### src/rtl/vend_pkg.sv
// rtl/vend_pkg.sv - shared types and constants for the vending front-panel controller
package vend_pkg;

  // Controller states
  typedef enum logic [2:0] {
    ST_OFF,
    ST_IDLE,
    ST_COLLECT,
    ST_DISPENSE,
    ST_REFUND
  } vend_state_t;

  // Credit is held in half-yuan units; the sum is formed one bit wider so
  // an over-limit coin can be detected before it wraps.
  localparam int CREDIT_W = 10;
  localparam int SUM_W    = CREDIT_W + 1;

  // Coin weights in half-yuan units
  localparam logic [SUM_W-1:0] W_HALF = SUM_W'(1);
  localparam logic [SUM_W-1:0] W_ONE  = SUM_W'(2);
  localparam logic [SUM_W-1:0] W_FIVE = SUM_W'(10);
  localparam logic [SUM_W-1:0] W_TEN  = SUM_W'(20);

  // Total value of a coin pulse vector ordered {ten, five, one, half}
  function automatic logic [SUM_W-1:0] coin_sum(input logic [3:0] coins);
    logic [SUM_W-1:0] s;
    s = '0;
    if (coins[0]) s = s + W_HALF;
    if (coins[1]) s = s + W_ONE;
    if (coins[2]) s = s + W_FIVE;
    if (coins[3]) s = s + W_TEN;
    return s;
  endfunction

endpackage

### src/rtl/credit_acc.sv
// rtl/credit_acc.sv - saturating credit adder/subtractor with over-limit excess
module credit_acc
  import vend_pkg::*;
#(
  parameter int MAX_CREDIT = 998
) (
  input  logic [CREDIT_W-1:0] i_credit,
  input  logic [3:0]          i_coins,
  input  logic                i_sub_en,
  input  logic [CREDIT_W-1:0] i_sub,
  output logic [CREDIT_W-1:0] o_credit,
  output logic [CREDIT_W-1:0] o_excess
);

  localparam logic [SUM_W-1:0] MAX_S = SUM_W'(MAX_CREDIT);

  logic [SUM_W-1:0] w_base;
  logic [SUM_W-1:0] w_sum;

  // Price is taken off first (caller guarantees it is affordable), then the
  // coins are added and anything above the ceiling is split off as excess.
  always_comb begin
    w_base = {1'b0, i_credit} - (i_sub_en ? {1'b0, i_sub} : '0);
    w_sum  = w_base + coin_sum(i_coins);
    if (w_sum > MAX_S) begin
      o_credit = MAX_S[CREDIT_W-1:0];
      o_excess = CREDIT_W'(w_sum - MAX_S);
    end else begin
      o_credit = w_sum[CREDIT_W-1:0];
      o_excess = '0;
    end
  end

endmodule

### src/rtl/vend_ctrl.sv
// rtl/vend_ctrl.sv - vending front-panel sequencing controller
module vend_ctrl
  import vend_pkg::*;
#(
  parameter int PRICE_A     = 5,
  parameter int PRICE_B     = 10,
  parameter int MAX_CREDIT  = 998,
  parameter int TIMEOUT_CYC = 1000000,
  parameter int DISP_CYC    = 50000,
  parameter int TW          = 20
) (
  input  logic                clk,
  input  logic                reset,
  input  logic                power_sw,
  input  logic                start_btn,
  input  logic                coin_half,
  input  logic                coin_one,
  input  logic                coin_five,
  input  logic                coin_ten,
  input  logic                sel_a,
  input  logic                sel_b,
  input  logic                cancel_btn,
  output logic                light,
  output logic                op_start,
  output logic [CREDIT_W-1:0] coin_val,
  output logic                dispense,
  output logic                item_id,
  output logic [CREDIT_W-1:0] change_val,
  output logic                change_vld
);

  localparam logic [CREDIT_W-1:0] PRICE_A_C = CREDIT_W'(PRICE_A);
  localparam logic [CREDIT_W-1:0] PRICE_B_C = CREDIT_W'(PRICE_B);
  localparam logic [TW-1:0]       TMO_LAST  = TW'(TIMEOUT_CYC - 1);
  localparam logic [TW-1:0]       DISP_LAST = TW'(DISP_CYC - 1);

  vend_state_t         r_state;
  logic [CREDIT_W-1:0] r_credit;
  logic [TW-1:0]       r_cnt;

  vend_state_t         w_next_state;
  logic [3:0]          w_coins;
  logic                w_any_coin;
  logic                w_activity;
  logic                w_add_en;
  logic                w_sub_en;
  logic [CREDIT_W-1:0] w_sub;
  logic                w_item;
  logic [TW-1:0]       w_cnt_next;
  logic                w_refund;
  logic [CREDIT_W-1:0] w_acc_credit;
  logic [CREDIT_W-1:0] w_excess;
  logic [CREDIT_W-1:0] w_credit_next;
  logic                w_show;

  assign w_coins    = {coin_ten, coin_five, coin_one, coin_half};
  assign w_any_coin = |w_coins;
  assign w_activity = w_any_coin | sel_a | sel_b;

  credit_acc #(
    .MAX_CREDIT (MAX_CREDIT)
  ) u_credit_acc (
    .i_credit (r_credit),
    .i_coins  (w_add_en ? w_coins : 4'b0000),
    .i_sub_en (w_sub_en),
    .i_sub    (w_sub),
    .o_credit (w_acc_credit),
    .o_excess (w_excess)
  );

  // Refund empties the purse; otherwise the accumulator result (which equals
  // r_credit when nothing is added or taken) becomes the new credit.
  assign w_credit_next = w_refund ? '0 : w_acc_credit;
  assign w_show        = (w_next_state == ST_COLLECT) || (w_next_state == ST_DISPENSE);

  // Next-state decision, coin gating, purchase selection and counter update
  always_comb begin
    w_next_state = r_state;
    w_add_en     = 1'b0;
    w_sub_en     = 1'b0;
    w_sub        = '0;
    w_item       = item_id;
    w_cnt_next   = '0;
    w_refund     = 1'b0;
    unique case (r_state)
      ST_OFF: begin
        if (power_sw) w_next_state = ST_IDLE;
      end
      ST_IDLE: begin
        if (!power_sw) begin
          w_next_state = ST_OFF;
        end else if (start_btn || w_any_coin) begin
          w_next_state = ST_COLLECT;
          w_add_en     = 1'b1;
        end
      end
      ST_COLLECT: begin
        if (!power_sw) begin
          w_next_state = (r_credit != '0) ? ST_REFUND : ST_OFF;
        end else begin
          w_add_en   = 1'b1;
          w_cnt_next = w_activity ? '0 : r_cnt + 1'b1;
          if (cancel_btn) begin
            w_next_state = ST_REFUND;
          end else if (sel_a && (r_credit >= PRICE_A_C)) begin
            w_sub_en     = 1'b1;
            w_sub        = PRICE_A_C;
            w_item       = 1'b0;
            w_cnt_next   = '0;
            w_next_state = ST_DISPENSE;
          end else if (sel_b && (r_credit >= PRICE_B_C)) begin
            w_sub_en     = 1'b1;
            w_sub        = PRICE_B_C;
            w_item       = 1'b1;
            w_cnt_next   = '0;
            w_next_state = ST_DISPENSE;
          end else if (!w_activity && (r_cnt == TMO_LAST)) begin
            w_next_state = ST_REFUND;
          end
        end
      end
      ST_DISPENSE: begin
        if (!power_sw) begin
          w_next_state = (r_credit != '0) ? ST_REFUND : ST_OFF;
        end else begin
          w_add_en = 1'b1;
          if (r_cnt == DISP_LAST) begin
            w_next_state = ST_REFUND;
          end else begin
            w_cnt_next = r_cnt + 1'b1;
          end
        end
      end
      ST_REFUND: begin
        w_refund     = 1'b1;
        w_next_state = power_sw ? ST_IDLE : ST_OFF;
      end
      default: w_next_state = ST_OFF;
    endcase
  end

  // State, credit, counter and every output are registered here
  always_ff @(posedge clk) begin
    if (reset) begin
      r_state    <= ST_OFF;
      r_credit   <= '0;
      r_cnt      <= '0;
      light      <= 1'b0;
      op_start   <= 1'b0;
      coin_val   <= '0;
      dispense   <= 1'b0;
      item_id    <= 1'b0;
      change_val <= '0;
      change_vld <= 1'b0;
    end else begin
      r_state  <= w_next_state;
      r_credit <= w_credit_next;
      r_cnt    <= w_cnt_next;
      light    <= (w_next_state != ST_OFF);
      op_start <= w_show;
      coin_val <= w_show ? w_credit_next : '0;
      dispense <= (w_next_state == ST_DISPENSE);
      item_id  <= (w_next_state == ST_DISPENSE) ? w_item : 1'b0;
      // Refund and over-limit excess never fall on the same edge: coins are
      // not accepted in REFUND.
      if (w_refund && (r_credit != '0)) begin
        change_val <= r_credit;
        change_vld <= 1'b1;
      end else if (w_excess != '0) begin
        change_val <= w_excess;
        change_vld <= 1'b1;
      end else begin
        change_val <= '0;
        change_vld <= 1'b0;
      end
    end
  end

endmodule

### config.mk
export PLATFORM = sky130hd
export DESIGN_NAME = vend_ctrl
export DESIGN_NICKNAME = d
export VERILOG_FILES = /design/src/rtl/vend_pkg.sv /design/src/rtl/credit_acc.sv /design/src/rtl/vend_ctrl.sv
export SDC_FILE = /design/constraint.sdc
export NUM_CORES = 1
export LEC_CHECK = 0
export CORE_UTILIZATION = 50
export CTS_CLUSTER_SIZE = 28
export DETAILED_ROUTE_END_ITERATION = 8
export PLACE_DENSITY = 0.83
export REMOVE_ABC_BUFFERS = 1
export SLEW_MARGIN = 20
export SYNTH_ARGS = -nofsm -noshare
export SYNTH_HDL_FRONTEND = slang
export SYNTH_SLANG_ARGS = --single-unit
### constraint.sdc
create_clock -name clk -period 10.5 [get_ports clk]
set_input_delay 3.15 -clock clk [delete_from_list [all_inputs] [get_ports clk]]
set_output_delay 3.15 -clock clk [all_outputs]
set_load 0.05 [all_outputs]
==> impl_metrics.ini <==
[yosys]
ys_warn_count = 0
synth_top_area_share_pct = 36.35
synth.area.top_cells = dfxtp_1, ha_1, nor2_1
seq_area_frac_synth_pct = 36.35
ys_types = 52
netlist_area_um2 = 3194
synth_area_per_cell_um2 = 8.384
synth-edff-count = 0
synth_flop_cell = dfxtp_1
netlist.top_cell.by_area = dfxtp_1
synth-async-reset-ratio_pct = 0
ys_ff_latch = 58
synth_cells = 381

[route]
post-route-drc-count = 0
wirelength_um = 7120
ant_nets = 0
first_iter_violations = 102
drtPass1Iterations = 5
vias_per_cell = 5.518
wl_per_cell_um = 14.35
vias = 2737

[critical_path]
crit_chain = clkdlybuf4s50_1, or4_1, or2_1, a21oi_1, nor3b_1, and2_1, ha_1, inv_1, ha_1, fa_1, inv_1, ha_1, a211oi_2, o21ai_1, xor2_1, o31ai_1, nor4_4, a31o_2, o41ai_1, a31oi_1
path_common_cell = ha_1
critPathMaxFanout = 16
critical_path_class = input port to flip-flop
arrival_ns = 8.10
required_ns = 10.75
slowest_delay_ns = 0.53
start_kind = input port
crit_path_end_kind = flip-flop
critPathSlowestCell = or4_1

[global_route]
grt_pass1_wl_um = 11810
grt_pass1_vias = 2633
track_usage_pct = 23.51
grt_start_max_net_pins = 20
grt-ovfl-total = 0
antenna_found_initial = 0

[sta]
period_minus_slack_ns = 7.849
hold_violations = 0
finalMaxSlewViolations = 0
worst_pin_slew_ns = 0.7845
holdWs_ns = 0.4564
fmax_ghz = 0.1274
finalSetupViolations = 0
tns_ns = 0
period_share_pct = 74.76
worst_slack_ns = 2.651
rsz0062_at_grt = no
max_slew_margin_pct = 47.59
worst_clock_skew_ns = 0.007162

[power]
power_density_nw_per_um2 = 366.3
peakVddDrop_mv = 0.3619
p_sw_uw = 667.1
combPwrFrac_pct = 65.5
p_clk_share_pct = 13.8
total_power_uw = 1380
p_seq_share_pct = 20.7
swShare_pct = 48.34
intPower_uw = 713.0
power_leakage_uw = 0.001444

[cells_and_area]
diodes = 0
area_growth_pct = 17.94
layout_common_cells = nor2_1, dfxtp_1, clkdlybuf4s50_1
mostFrequentLayoutCell = nor2_1
drive_above_1_share_pct = 5.701
finalInstanceArea_um2 = 3767
final_net_count = 456

[placed_design]
dp_slack_ns = 2.369
placed_area_um2 = 3595
gp_congestion = 0.9441
hpwl_um = 5386
port_buffers = 35

[floorplan]
io-pin-count = 36
core_um2 = 6026
dieArea_um2 = 6713
rows = 28
dieWidth_um = 81.93
die_h_um = 81.93
initial_core_util_pct = 53.01

[clock_tree]
post_cts_buffers = 0
cts_resized = 0
insertion_delay_ns = 0.34
hold_buffers = 0
clock_path_buffers = 2
h-tree-depth = 3
root_buffer = clkbuf_8
numCtsBuffers = 9
cts_tree = yes
path_clk_slew_ns = 0.06
cts.sinks = 58

[outcome]
status = finished clean

[flow_run]
drv_cap = 0

[min_path]
min_path_type = flip-flop to flip-flop
-- cell usage after synthesis, types with 8 or more instances --
master / n
a21oi_1: 14
dfxtp_1: 58
ha_1: 23
inv_1: 34
nand2_1: 25
nand3_1: 17
nor2_1: 62
nor3_1: 8
xnor2_1: 25
xor2_1: 14
-- state kept, by name (all words and copies together) (netlist names) --
signal      count
change_val     10
change_vld      1
r_credit       10
dispense        1
r_cnt          20
op_start        1
coin_val       10
r_state         3
item_id         1
light           1
-- cell type report --
type	instances	area [um^2]
sequential	58	1161
fill	505	2258
clock inverter	4	45.04
tap	75	93.84
clock buffer	10	127.6
inverter	37	138.9
timing repair buffer	35	350.3
multi-input combinational	277	1851
-- power groups by stage --
stage	clock (uW)	combinational [uW]	sequential [uW]
6_report	191	904	285
3_5_place_dp	0	885	289
3_3_place_gp	0	871	289
5_1_grt	201	1000	288
4_1_cts	194	898	285
2_1_floorplan	0	657	337
-- worst max-delay path: cells and delay by family --
family	cells	cell delay (ns)
buf+inv	3	0.51
fa+ha+maj	4	1.20
compound gates	7	1.53
xor+xnor	1	0.40
simple gates	5	1.29
-- per-stage QoR --
step,utilization (%),cells
2_1_floorplan,-,372
3_3_place_gp,59.66,482
3_5_place_dp,59.66,482
4_1_cts,62.52,496
5_1_grt,62.52,496
6_report,62.52,496
-- final timing paths --
| path | startpoint | endpoint | slack [ns] | cells after the start |
|---|---|---|---|---|
| worst max register to register | r_credit[6] | coin_val[0] | 5.80 | 18 |
| worst min register to register | r_cnt[0] | r_cnt[0] | 0.46 | 1 |
| worst max-delay path | coin_half | change_vld | 2.65 | 20 |
| worst min-delay path | r_cnt[0] | r_cnt[0] | 0.46 | 1 |
-- kinds of logic after synthesis --
| group | Yosys count | synth area share, % |
|---|---|---|
| flops | 58 | 36.35 |
| buf+inv | 46 | 5.719 |
| compound gates | 56 | 11.79 |
| mux | 1 | 0.3525 |
| simple gates | 154 | 23.58 |
| fa+ha+maj | 27 | 11.52 |
| xor+xnor | 39 | 10.69 |
-- metal layers --
layer	GRT usage, %	share of wire [%]
met1	26.26	43
met2	42.40	51
met3	4.778	4.5
met4	10.88	1.9
met5	0	0
No activity file was read; power rests on OpenSTA's default activity.
